==> src/rtl/spi_display_receiver_pkg.sv <==
// Shared definitions for the SPI 7-segment display receiver: register
// addresses, Code-B segment patterns and the frame FSM state encoding.
package spi_display_receiver_pkg;

  typedef enum logic [1:0] {
    ST_IDLE    = 2'd0,
    ST_RECEIVE = 2'd1,
    ST_COMMIT  = 2'd2
  } state_t;

  localparam logic [3:0] ADDR_NOOP      = 4'h0;
  localparam logic [3:0] ADDR_DIGIT0    = 4'h1;
  localparam logic [3:0] ADDR_DIGIT1    = 4'h2;
  localparam logic [3:0] ADDR_DIGIT2    = 4'h3;
  localparam logic [3:0] ADDR_DIGIT3    = 4'h4;
  localparam logic [3:0] ADDR_DIGIT4    = 4'h5;
  localparam logic [3:0] ADDR_DIGIT5    = 4'h6;
  localparam logic [3:0] ADDR_DIGIT6    = 4'h7;
  localparam logic [3:0] ADDR_DIGIT7    = 4'h8;
  localparam logic [3:0] ADDR_DECODE    = 4'h9;
  localparam logic [3:0] ADDR_INTENSITY = 4'hA;
  localparam logic [3:0] ADDR_SCANLIM   = 4'hB;
  localparam logic [3:0] ADDR_SHUTDOWN  = 4'hC;
  localparam logic [3:0] ADDR_TEST      = 4'hF;

  // Segment order {A,B,C,D,E,F,G}
  localparam logic [6:0] SEG_0     = 7'h7E;
  localparam logic [6:0] SEG_1     = 7'h30;
  localparam logic [6:0] SEG_2     = 7'h6D;
  localparam logic [6:0] SEG_3     = 7'h79;
  localparam logic [6:0] SEG_4     = 7'h33;
  localparam logic [6:0] SEG_5     = 7'h5B;
  localparam logic [6:0] SEG_6     = 7'h5F;
  localparam logic [6:0] SEG_7     = 7'h70;
  localparam logic [6:0] SEG_8     = 7'h7F;
  localparam logic [6:0] SEG_9     = 7'h7B;
  localparam logic [6:0] SEG_DASH  = 7'h01;
  localparam logic [6:0] SEG_E     = 7'h4F;
  localparam logic [6:0] SEG_H     = 7'h37;
  localparam logic [6:0] SEG_L     = 7'h0E;
  localparam logic [6:0] SEG_P     = 7'h67;
  localparam logic [6:0] SEG_BLANK = 7'h00;

  // Digit addresses map to digit index addr-1
  function automatic logic [2:0] digit_index(input logic [3:0] addr);
    logic [3:0] idx;
    idx = addr - ADDR_DIGIT0;
    return idx[2:0];
  endfunction

endpackage

==> src/rtl/spi_display_receiver_code_b_decoder.sv <==
// Code-B font: 4-bit code to 7-segment pattern {A,B,C,D,E,F,G}.
module code_b_decoder
  import spi_display_receiver_pkg::*;
(
  input  logic [3:0] code,
  output logic [6:0] seg
);

  // Pure lookup of the Code-B font
  always_comb begin
    seg = SEG_BLANK;
    case (code)
      4'h0: seg = SEG_0;
      4'h1: seg = SEG_1;
      4'h2: seg = SEG_2;
      4'h3: seg = SEG_3;
      4'h4: seg = SEG_4;
      4'h5: seg = SEG_5;
      4'h6: seg = SEG_6;
      4'h7: seg = SEG_7;
      4'h8: seg = SEG_8;
      4'h9: seg = SEG_9;
      4'hA: seg = SEG_DASH;
      4'hB: seg = SEG_E;
      4'hC: seg = SEG_H;
      4'hD: seg = SEG_L;
      4'hE: seg = SEG_P;
      default: seg = SEG_BLANK;
    endcase
  end

endmodule

==> src/rtl/spi_display_receiver.sv <==
// SPI slave emulating a MAX7219-style display driver. Frames are shifted in
// MSB-first on sck rising edges and committed when cs_n rises; the decoded
// register set drives a per-digit segment read port.
module spi_display_receiver
  import spi_display_receiver_pkg::*;
#(
  parameter int SYNC_STAGES = 2,
  parameter int WORD_BITS   = 16
) (
  input  logic       clk,
  input  logic       res,
  input  logic       sck,
  input  logic       mosi,
  input  logic       cs_n,
  output logic       wr_valid,
  output logic [3:0] wr_addr,
  output logic [7:0] wr_data,
  output logic       frame_err,
  output logic [7:0] decode_mode,
  output logic [3:0] intensity,
  output logic [2:0] scan_limit,
  output logic       shutdown_n,
  output logic       display_test,
  input  logic [2:0] rd_digit,
  output logic [7:0] rd_raw,
  output logic [7:0] rd_seg
);

  localparam int CNT_W = $clog2(WORD_BITS + 1);
  localparam logic [CNT_W-1:0] CNT_FULL = CNT_W'(WORD_BITS);

  logic [SYNC_STAGES-1:0] sck_sync_q, sck_sync_d;
  logic [SYNC_STAGES-1:0] mosi_sync_q, mosi_sync_d;
  logic [SYNC_STAGES-1:0] cs_sync_q, cs_sync_d;
  logic                   sck_dly_q, sck_dly_d;
  logic                   cs_dly_q, cs_dly_d;

  logic sck_s, mosi_s, cs_s;
  logic sck_rise, cs_rise, cs_fall;

  state_t               state_q, state_d;
  logic [WORD_BITS-1:0] shift_q, shift_d;
  logic [CNT_W-1:0]     bit_cnt_q, bit_cnt_d;

  logic [7:0] digit_q [8];
  logic [7:0] digit_d [8];
  logic [7:0] decode_q, decode_d;
  logic [3:0] intensity_q, intensity_d;
  logic [2:0] scan_q, scan_d;
  logic       shut_q, shut_d;
  logic       test_q, test_d;

  logic [6:0] cb_seg;
  logic       unused_hi;

  assign unused_hi = ^shift_q[WORD_BITS-1:12];

  // Synchronizer chains; cs_n clears to 0 so a frame already in progress
  // when reset releases never looks like a falling edge.
  always_comb begin
    sck_sync_d  = {sck_sync_q[SYNC_STAGES-2:0], sck};
    mosi_sync_d = {mosi_sync_q[SYNC_STAGES-2:0], mosi};
    cs_sync_d   = {cs_sync_q[SYNC_STAGES-2:0], cs_n};
    sck_dly_d   = sck_sync_q[SYNC_STAGES-1];
    cs_dly_d    = cs_sync_q[SYNC_STAGES-1];
  end

  // Synchronizer and edge-detect registers
  always_ff @(posedge clk) begin
    if (res) begin
      sck_sync_q  <= '0;
      mosi_sync_q <= '0;
      cs_sync_q   <= '0;
      sck_dly_q   <= 1'b0;
      cs_dly_q    <= 1'b0;
    end else begin
      sck_sync_q  <= sck_sync_d;
      mosi_sync_q <= mosi_sync_d;
      cs_sync_q   <= cs_sync_d;
      sck_dly_q   <= sck_dly_d;
      cs_dly_q    <= cs_dly_d;
    end
  end

  assign sck_s    = sck_sync_q[SYNC_STAGES-1];
  assign mosi_s   = mosi_sync_q[SYNC_STAGES-1];
  assign cs_s     = cs_sync_q[SYNC_STAGES-1];
  assign sck_rise = sck_s & ~sck_dly_q;
  assign cs_rise  = cs_s & ~cs_dly_q;
  assign cs_fall  = ~cs_s & cs_dly_q;

  // Frame FSM next state, shifter and commit outputs
  always_comb begin
    state_d   = state_q;
    shift_d   = shift_q;
    bit_cnt_d = bit_cnt_q;
    wr_valid  = 1'b0;
    frame_err = 1'b0;
    wr_addr   = '0;
    wr_data   = '0;
    case (state_q)
      ST_IDLE: begin
        if (cs_fall) begin
          state_d   = ST_RECEIVE;
          shift_d   = '0;
          bit_cnt_d = '0;
        end
      end
      ST_RECEIVE: begin
        if (cs_rise) begin
          state_d = ST_COMMIT;
        end else if (sck_rise && !cs_s) begin
          shift_d = {shift_q[WORD_BITS-2:0], mosi_s};
          if (bit_cnt_q != CNT_FULL) bit_cnt_d = bit_cnt_q + 1'b1;
        end
      end
      ST_COMMIT: begin
        state_d = ST_IDLE;
        if (bit_cnt_q == CNT_FULL) begin
          wr_valid = 1'b1;
          wr_addr  = shift_q[11:8];
          wr_data  = shift_q[7:0];
        end else begin
          frame_err = 1'b1;
        end
      end
      default: state_d = ST_IDLE;
    endcase
  end

  // Frame FSM registers
  always_ff @(posedge clk) begin
    if (res) begin
      state_q   <= ST_IDLE;
      shift_q   <= '0;
      bit_cnt_q <= '0;
    end else begin
      state_q   <= state_d;
      shift_q   <= shift_d;
      bit_cnt_q <= bit_cnt_d;
    end
  end

  // Register-file write decode for committed frames
  always_comb begin
    for (int unsigned i = 0; i < 8; i++) digit_d[i] = digit_q[i];
    decode_d    = decode_q;
    intensity_d = intensity_q;
    scan_d      = scan_q;
    shut_d      = shut_q;
    test_d      = test_q;
    if (wr_valid) begin
      case (wr_addr)
        ADDR_DIGIT0, ADDR_DIGIT1, ADDR_DIGIT2, ADDR_DIGIT3,
        ADDR_DIGIT4, ADDR_DIGIT5, ADDR_DIGIT6, ADDR_DIGIT7:
          digit_d[digit_index(wr_addr)] = wr_data;
        ADDR_DECODE:    decode_d    = wr_data;
        ADDR_INTENSITY: intensity_d = wr_data[3:0];
        ADDR_SCANLIM:   scan_d      = wr_data[2:0];
        ADDR_SHUTDOWN:  shut_d      = wr_data[0];
        ADDR_TEST:      test_d      = wr_data[0];
        default: ;
      endcase
    end
  end

  // Driver register file
  always_ff @(posedge clk) begin
    if (res) begin
      for (int unsigned i = 0; i < 8; i++) digit_q[i] <= '0;
      decode_q    <= '0;
      intensity_q <= '0;
      scan_q      <= '0;
      shut_q      <= 1'b0;
      test_q      <= 1'b0;
    end else begin
      for (int unsigned i = 0; i < 8; i++) digit_q[i] <= digit_d[i];
      decode_q    <= decode_d;
      intensity_q <= intensity_d;
      scan_q      <= scan_d;
      shut_q      <= shut_d;
      test_q      <= test_d;
    end
  end

  assign decode_mode  = decode_q;
  assign intensity    = intensity_q;
  assign scan_limit   = scan_q;
  assign shutdown_n   = shut_q;
  assign display_test = test_q;
  assign rd_raw       = digit_q[rd_digit];

  code_b_decoder u_code_b (
    .code (rd_raw[3:0]),
    .seg  (cb_seg)
  );

  // Segment read port: test overrides blanking, which overrides decoding
  always_comb begin
    rd_seg = rd_raw;
    if (test_q) begin
      rd_seg = 8'hFF;
    end else if (!shut_q || (rd_digit > scan_q)) begin
      rd_seg = 8'h00;
    end else if (decode_q[rd_digit]) begin
      rd_seg = {rd_raw[7], cb_seg};
    end
  end

endmodule

==> config.mk <==
export PLATFORM = sky130hd
export DESIGN_NAME = spi_display_receiver
export DESIGN_NICKNAME = d
export VERILOG_FILES = /design/src/rtl/spi_display_receiver_pkg.sv /design/src/rtl/spi_display_receiver_code_b_decoder.sv /design/src/rtl/spi_display_receiver.sv
export SDC_FILE = /design/constraint.sdc
export NUM_CORES = 1
export LEC_CHECK = 0
export CORE_MARGIN = 2
export CORE_UTILIZATION = 45
export DETAILED_ROUTE_END_ITERATION = 8
export GPL_TIMING_DRIVEN = 0
export HOLD_SLACK_MARGIN = 0.12
export MAX_ROUTING_LAYER = met4
export PLACE_DENSITY = 0.66
export SLEW_MARGIN = 25
export SYNTH_ARGS = -nofsm -noshare
export SYNTH_HDL_FRONTEND = slang
export SYNTH_SLANG_ARGS = --single-unit
==> constraint.sdc <==
create_clock -name clk -period 6.2 [get_ports clk]
set_clock_uncertainty 0.05 [all_clocks]
set_input_delay 1.24 -clock clk [delete_from_list [all_inputs] [get_ports clk]]
set_output_delay 1.24 -clock clk [all_outputs]
set_load 0.03 [all_outputs]
==> summary.txt, run 1 <==
Clocking
  • TritonCTS buffer count: 9
  • Largest buffer count on any clock path: 2
  • Buffer cell driving the clock tree root: sky130_fd_sc_hd__clkbuf_16
  • Hold Buf Count CTS: 0
  • Later-pin clock latency in the skew report: 350 ps
  • Clock-pin slew of the registers on the worst-case setup and hold paths: 70 ps
  • CTS HTree Levels: 3
  • Clock sink total: 108
  • Post-CTS repair timing setup buffer count: 0
  • Resized Gates After CTS: 0
  • Clock tree from TritonCTS: done

Synthesis
  • Cell area after synthesis: 0.00522 mm^2
  • Top FF cell, synth: sky130_fd_sc_hd__dfxtp_1
  • Cell types occupying the most area after synthesis: sky130_fd_sc_hd__dfxtp_1 41%, sky130_fd_sc_hd__mux2i_1 16%, sky130_fd_sc_hd__mux4_2 7.8%, sky130_fd_sc_hd__nor2_1 7.3%, sky130_fd_sc_hd__ha_1 2.6%
  • EDFF count, synth: 0
  • Yosys cell types: 60
  • Share of async-settable or async-resettable flops after synthesis: 0%
  • Mapped Avg Cell Area: 10.1 um^2
  • Post-synth top area share: 41.4%
  • Most used standard cell by instance count after synthesis: sky130_fd_sc_hd__dfxtp_1
  • Number of warning messages in the yosys log: 0
  • Top cell type by total area after synthesis: sky130_fd_sc_hd__dfxtp_1
  • Gate Count Post-Synth: 518
  • Syn Nets: 537
  • Part of the Yosys area used for sequential elements: 41.4%
  • Most instantiated cells after synthesis: 108 x sky130_fd_sc_hd__dfxtp_1, 101 x sky130_fd_sc_hd__nor2_1, 84 x sky130_fd_sc_hd__mux2i_1, 28 x sky130_fd_sc_hd__clkbuf_1
  • Synthesis-stage register bit count: 108

Global routing
  • Leftover overflow at the end of global routing: 0
  • Number of antenna violations at the first check in global routing: 0
  • Number of global-route vias before repair: 3962
  • Wire length of the first global-routing pass: 21400 um
  • GRT Util Overall: 22.7%
  • Pin count of the biggest net entering global routing: 17

STA
  • Count of endpoints failing hold in the final timing report: 0
  • Sum of negative setup slack: 0 ps
  • Final critical-path share of the clock period: 96.0%
  • Clock period minus final worst setup slack: 5950 ps
  • Setup repair after global routing missed its margin: false
  • Final max-slew violation count: 0
  • Worst slew slack as a fraction of its limit: 50.0%
  • Number of setup violations in the final report: 0
  • Fmax achieved: 168 MHz
  • Hold_ws: 389 ps
  • Transition time at the pin with the least slew margin: 748 ps

Floorplan
  • Floorplan die height: 112 um
  • Effective utilization at floorplan: 45.9%
  • Placement Rows: 39
  • Floorplan Core Area: 0.0114 mm^2
  • DIE AREA: 0.0125 mm^2
  • Die Span X: 112 um
  • I/O pin total: 55

Cells and area
  • Number of nets in the finished design: 600
  • Non-filler instance count after layout: 729
  • Antenna diode count: 0
  • Area growth from synthesis to layout: 19.2%
  • Layout cells sized above 1: 11.9%
  • Final design utilization: 54.7%

Outcome
  • Result of the run: completed

Placed design
  • Number of placed instances, taps included: 713
  • Last weighted congestion value of the routability-driven placer: 0.902
  • Detailed placer's ending HPWL: 9410 um
  • Number of buffers inserted by port buffering: 52

Routing
  • Routed len/inst: 18.4 um
  • Antenna-violating nets left: 0
  • Vias: 3993
  • First-pass detailed-route iteration total: 4
  • Detailed Route Iter0 Violations: 325
  • Via/cell ratio: 5.48
  • Final routed DRC violation total: 0
  • WL final: 13400 um

Critical path
  • Startpoint Class: primary input
  • Worst-path fanout max: 10
  • Start-to-end type of the worst setup path: in -> out
  • Logic depth of the worst register-to-register path: 9
  • Category of the worst setup path capture point: output port
  • CP Data Arrival Time: 4660 ps
  • Required time reported for the critical path endpoint: 4910 ps

Worst hold path
  • Hold WC Path Type: reg -> reg
  • Number of stages on the worst hold path: 1

Pwr
  • Total leakage power: 0.00258 uW
  • Total Power: 1320 uW
  • Highest ir drop seen on vdd: 0.142 mV
  • Power density normalized to cell area: 212 mW/mm^2

Job
  • MaxCap Viol Count: 0
-- flip-flops by register name (all words and copies together) (netlist names) --
register / cells
bit_cnt_q: 5
cs_dly_q: 1
cs_sync_q: 2
decode_mode: 8
digit_q: 64
display_test: 1
intensity: 4
mosi_sync_q: 2
scan_limit: 3
sck_dly_q: 1
sck_sync_q: 2
shift_q: 12
shutdown_n: 1
state_q: 2
-- final cells by class --
cell class | count | area, um^2
Buffer | 42 | 194
Tap cell | 143 | 179
Timing Repair Buffer | 52 | 520
Sequential cell | 108 | 2160
Fill cell | 1017 | 5150
Clock inverter | 4 | 48.8
Inverter | 17 | 63.8
Multi-Input combinational cell | 351 | 2810
Clock buffer | 12 | 246
-- logic make-up after synthesis --
group                      Yosys count  synth area share [%]
adders and majority gates           11                  2.64
and+or+nand+nor                    176                  17.4
buffers and inverters               59                  4.94
xor gates and xnor gates             3                 0.504
DFF                                108                  41.4
muxes                              110                  26.4
AOI/OAI and AO/OA                   51                  6.69
-- through the flow --
step / instance area, um^2 / setup WS [ps]
finish: 6220 / 248
global route: 6220 / 123
CTS: 6220 / 242
detailed placement: 5920 / 251
global placement: 5920 / 264
floorplan: 5220 / 1090
-- cells in the final DEF (no fill, tap or decap), drive strengths merged, types with 4 or more instances in the layout --
| cell | instances |
|---|---|
| a22oi | 6 |
| a21oi | 9 |
| mux2i | 88 |
| nor2 | 102 |
| clkbuf | 40 |
| and3 | 9 |
| inv | 17 |
| mux4 | 18 |
| clkdlybuf4s50 | 52 |
| ha | 11 |
| buf | 14 |
| nand3 | 6 |
| a41oi | 4 |
| nand2b | 4 |
| nand2 | 18 |
| o21ai | 13 |
| mux2 | 4 |
| dfxtp | 108 |
| nor2b | 12 |
-- worst paths after layout --
kind / from / end / slack (ps)
worst min-delay path: cs_sync_q[0]$_SDFF_PP0_ / cs_sync_q[1]$_SDFF_PP0_ / 390
worst min register to register: cs_sync_q[0]$_SDFF_PP0_ / cs_sync_q[1]$_SDFF_PP0_ / 390
worst max register to register: bit_cnt_q[0]$_SDFFE_PP0P_ / digit_q[3][3]$_SDFFE_PP0P_ / 3710
worst max-delay path: rd_digit[2] / rd_seg[1] / 250
-- per-layer routing --
metal | part of all wire [%] | vias to the layer above | global-route usage [%] | wire, um
met2 | 47 | 106 | 37.1 | 6280
met4 | 2.4 | 0 | 8.07 | 320
met5 | 0 | - | - | 0
met1 | 46 | 1930 | 28.9 | 6230
met3 | 4.3 | 23 | 3.27 | 571
li1 | - | 1934 | - | -
-- worst max-delay path, cell delays in order --
cell	delay (ps)
sky130_fd_sc_hd__clkdlybuf4s50_1	690
sky130_fd_sc_hd__buf_2	400
sky130_fd_sc_hd__mux4_2	400
sky130_fd_sc_hd__mux2i_2	390
sky130_fd_sc_hd__inv_1	180
sky130_fd_sc_hd__ha_1	260
sky130_fd_sc_hd__inv_1	80
sky130_fd_sc_hd__nor2_1	50
sky130_fd_sc_hd__o41ai_1	250
sky130_fd_sc_hd__clkdlybuf4s50_1	730
-- power breakdown --
group	total, uW	switching (uW)	internal (uW)	leakage (uW)
Sequential	697	1.42	696	0.000871
Clock	576	252	324	0.000147
Combinational	47.5	30.6	16.9	0.00156
No activity file was read; power rests on OpenSTA's default activity.
==> run 2, diff against run 1 <==
--- a/config.mk
+++ b/config.mk
@@ -12,7 +12,7 @@
 export HOLD_SLACK_MARGIN = 0.12
 export MAX_ROUTING_LAYER = met4
 export PLACE_DENSITY = 0.66
-export SLEW_MARGIN = 25
+export SLEW_MARGIN = 10
 export SYNTH_ARGS = -nofsm -noshare
 export SYNTH_HDL_FRONTEND = slang
 export SYNTH_SLANG_ARGS = --single-unit
==> run 2 against run 1 <==
Compared with the run above: first-iteration DRC count shrank 19%; maximum frequency shrank 0.45%; non-clock buffer count is the same; sequential cell count is the same; worst hold slack gained 0.54 ps; die area is the same; total power shrank 2.5%; wire length shrank 0.77%; critical path type unchanged.
==> summary.txt, run 2 (synthesis gave the netlist of run 1 again) <==
Clocking
  • Buffer cell driving the clock tree root: sky130_fd_sc_hd__clkbuf_16
  • Clock sink total: 108 (unchanged)
  • Resized Gates After CTS: 0 (unchanged)
  • Largest buffer count on any clock path: 2 (unchanged)
  • TritonCTS buffer count: 9 (unchanged)
  • CTS HTree Levels: 3 (unchanged)
  • Later-pin clock latency in the skew report: 340 ps (about the same)
  • Post-CTS repair timing setup buffer count: 0 (unchanged)
  • Clock-pin slew of the registers on the worst-case setup and hold paths: 70 ps (about the same)
  • Clock tree from TritonCTS: done
  • Hold Buf Count CTS: 0 (unchanged)

Floorplan
  • DIE AREA: 0.0125 mm^2 (unchanged)
  • I/O pin total: 55 (unchanged)
  • Floorplan die height: 112 um (unchanged)
  • Effective utilization at floorplan: 45.9% (unchanged)
  • Placement Rows: 39 (unchanged)
  • Die Span X: 112 um (unchanged)
  • Floorplan Core Area: 0.0114 mm^2 (unchanged)

Cells and area
  • Commonest non-fill, non-tap cell in the layout: sky130_fd_sc_hd__dfxtp_1
  • Register containing the most flip-flops in the final layout: digit_q
  • Area growth from synthesis to layout: 18.8%
  • Max reg flops: 64 (unchanged)
  • Antenna diode count: 0 (unchanged)
  • Layout cells sized above 1: 11.8% (-0.17 points)
  • Number of nets in the finished design: 600 (unchanged)
  • Most used cells in the layout excluding fill and tap cells: 108 x sky130_fd_sc_hd__dfxtp_1, 101 x sky130_fd_sc_hd__nor2_1, 84 x sky130_fd_sc_hd__mux2i_1, 52 x sky130_fd_sc_hd__clkdlybuf4s50_1, 30 x sky130_fd_sc_hd__clkbuf_1

Pwr
  • Highest ir drop seen on vdd: 0.167 mV (+17%)
  • Total leakage power: 0.00257 uW (-0.43%)
  • Power density normalized to cell area: 208 mW/mm^2 (-2.2%)
  • Total Power: 1290 uW (-2.5%)

Routing
  • First-pass detailed-route iteration total: 4 (unchanged)
  • Routed len/inst: 18.2 um (-0.77%)
  • Final routed DRC violation total: 0 (unchanged)
  • Via/cell ratio: 5.41 (-1.2%)
  • Detailed Route Iter0 Violations: 263 (-19%)
  • Vias: 3945 (-1.2%)
  • Antenna-violating nets left: 0 (unchanged)
  • WL final: 13300 um (-0.77%)

STA
  • Fmax achieved: 167 MHz (-0.45%)
  • Worst slew slack as a fraction of its limit: 15.1% (-35 points)
  • Clock period minus final worst setup slack: 5980 ps (+26.7 ps)
  • Sum of negative setup slack: 0 ps (unchanged)
  • Count of endpoints failing hold in the final timing report: 0 (unchanged)
  • Final critical-path share of the clock period: 96.4% (+0.43 points)
  • Setup repair after global routing missed its margin: false
  • Number of setup violations in the final report: 0 (unchanged)
  • Final max-slew violation count: 0 (unchanged)
  • Hold_ws: 389 ps (+0.541 ps)
  • Transition time at the pin with the least slew margin: 1260 ps (+508 ps)

Critical path
  • Largest stage delay, worst path: 730 ps (about the same)
  • Category of the worst setup path capture point: output port
  • Worst-path fanout max: 10 (unchanged)
  • List of cells traversed by the critical path: clkdlybuf4s50_1 -> buf_2 -> mux4_2 -> mux2i_2 -> inv_1 -> ha_1 -> inv_1 -> nor2_1 -> o41ai_1 -> clkdlybuf4s50_1
  • Startpoint Class: primary input
  • Logic depth of the worst register-to-register path: 8 (-1)
  • Required time reported for the critical path endpoint: 4910 ps (about the same)
  • Standard cell with the maximum stage delay on the critical path: sky130_fd_sc_hd__clkdlybuf4s50_1
  • CP Data Arrival Time: 4690 ps (+30 ps)
  • Start-to-end type of the worst setup path: in -> out

Global routing
  • Wire length of the first global-routing pass: 21200 um (-1.1%)
  • Number of global-route vias before repair: 3953 (-0.23%)
  • Number of antenna violations at the first check in global routing: 0 (unchanged)
  • Pin count of the biggest net entering global routing: 17 (unchanged)
  • GRT Util Overall: 22.4% (-0.37 points)
  • Leftover overflow at the end of global routing: 0 (unchanged)

Outcome
  • Result of the run: completed

Placed design
  • Number of buffers inserted by port buffering: 52 (unchanged)
  • Detailed placer's ending HPWL: 9470 um (+0.58%)
  • Last weighted congestion value of the routability-driven placer: 0.902 (unchanged)

Job
  • MaxCap Viol Count: 0 (unchanged)

Worst hold path
  • Number of stages on the worst hold path: 1 (unchanged)
  • Hold WC Path Type: reg -> reg
==> run 2: per-layer routing <==
metal,share of wire [%],up-vias,global-route usage (%)
li1,-,1930,-
met1,45,1895,28.0
met2,48,101,37.6
met3,5.5,19,2.29
met4,2.1,0,8.15
met5,0,-,-
==> run 2: area by class of cell <==
type | instances | area (um^2)
clock inverter | 3 | 21.3
timing repair buffer | 52 | 520
buffer | 42 | 194
fill | 1034 | 5170
inverter | 17 | 63.8
tap | 143 | 179
clock buffer | 13 | 260
sequential | 108 | 2160
multi-input combinational | 351 | 2800
==> run 2: per-stage QoR <==
| step | utilization, % | worst slack, ps | std cells | cell area (um^2) |
|---|---|---|---|---|
| 4_1_cts | 54.5 | 242 | 729 | 6200 |
| 2_1_floorplan | - | 1090 | 518 | 5220 |
| 6_report | 54.5 | 221 | 729 | 6200 |
| 5_1_grt | 54.5 | 112 | 729 | 6200 |
| 3_3_place_gp | 52.1 | 264 | 713 | 5920 |
| 3_5_place_dp | 52.1 | 251 | 713 | 5920 |
==> run 2: final timing paths <==
| check | slack [ps] | to | from |
|---|---|---|---|
| max | 220 | rd_seg[1] | rd_digit[2] |
| min | 390 | cs_sync_q[1]$_SDFF_PP0_ | cs_sync_q[0]$_SDFF_PP0_ |
| max reg2reg | 3710 | digit_q[5][6]$_SDFFE_PP0P_ | bit_cnt_q[0]$_SDFFE_PP0P_ |
| min reg2reg | 390 | cs_sync_q[1]$_SDFF_PP0_ | cs_sync_q[0]$_SDFF_PP0_ |
==> run 2: critical path, delay by kind of cell <==
| kind | cells | cell delay (ps) |
|---|---|---|
| fa+ha+maj | 1 | 260 |
| buf+inv | 5 | 2080 |
| compound gates | 1 | 260 |
| simple gates | 1 | 50 |
| mux | 2 | 800 |
==> run 2: report_power, final <==
part	switching (uW)	internal (uW)	total, uW
registers	1.35	696	697
logic	30.0	16.9	46.9
clock network	248	295	543
total	280	1010	1290
==> run 3, diff against run 2 <==
--- a/config.mk
+++ b/config.mk
@@ -12,7 +12,7 @@
 export HOLD_SLACK_MARGIN = 0.12
 export MAX_ROUTING_LAYER = met4
 export PLACE_DENSITY = 0.66
-export SLEW_MARGIN = 10
+export SLEW_MARGIN = 20
 export SYNTH_ARGS = -nofsm -noshare
 export SYNTH_HDL_FRONTEND = slang
 export SYNTH_SLANG_ARGS = --single-unit
==> results of run 3 <==
No change in the layout: final DEF, timing and power equal those of run 1.
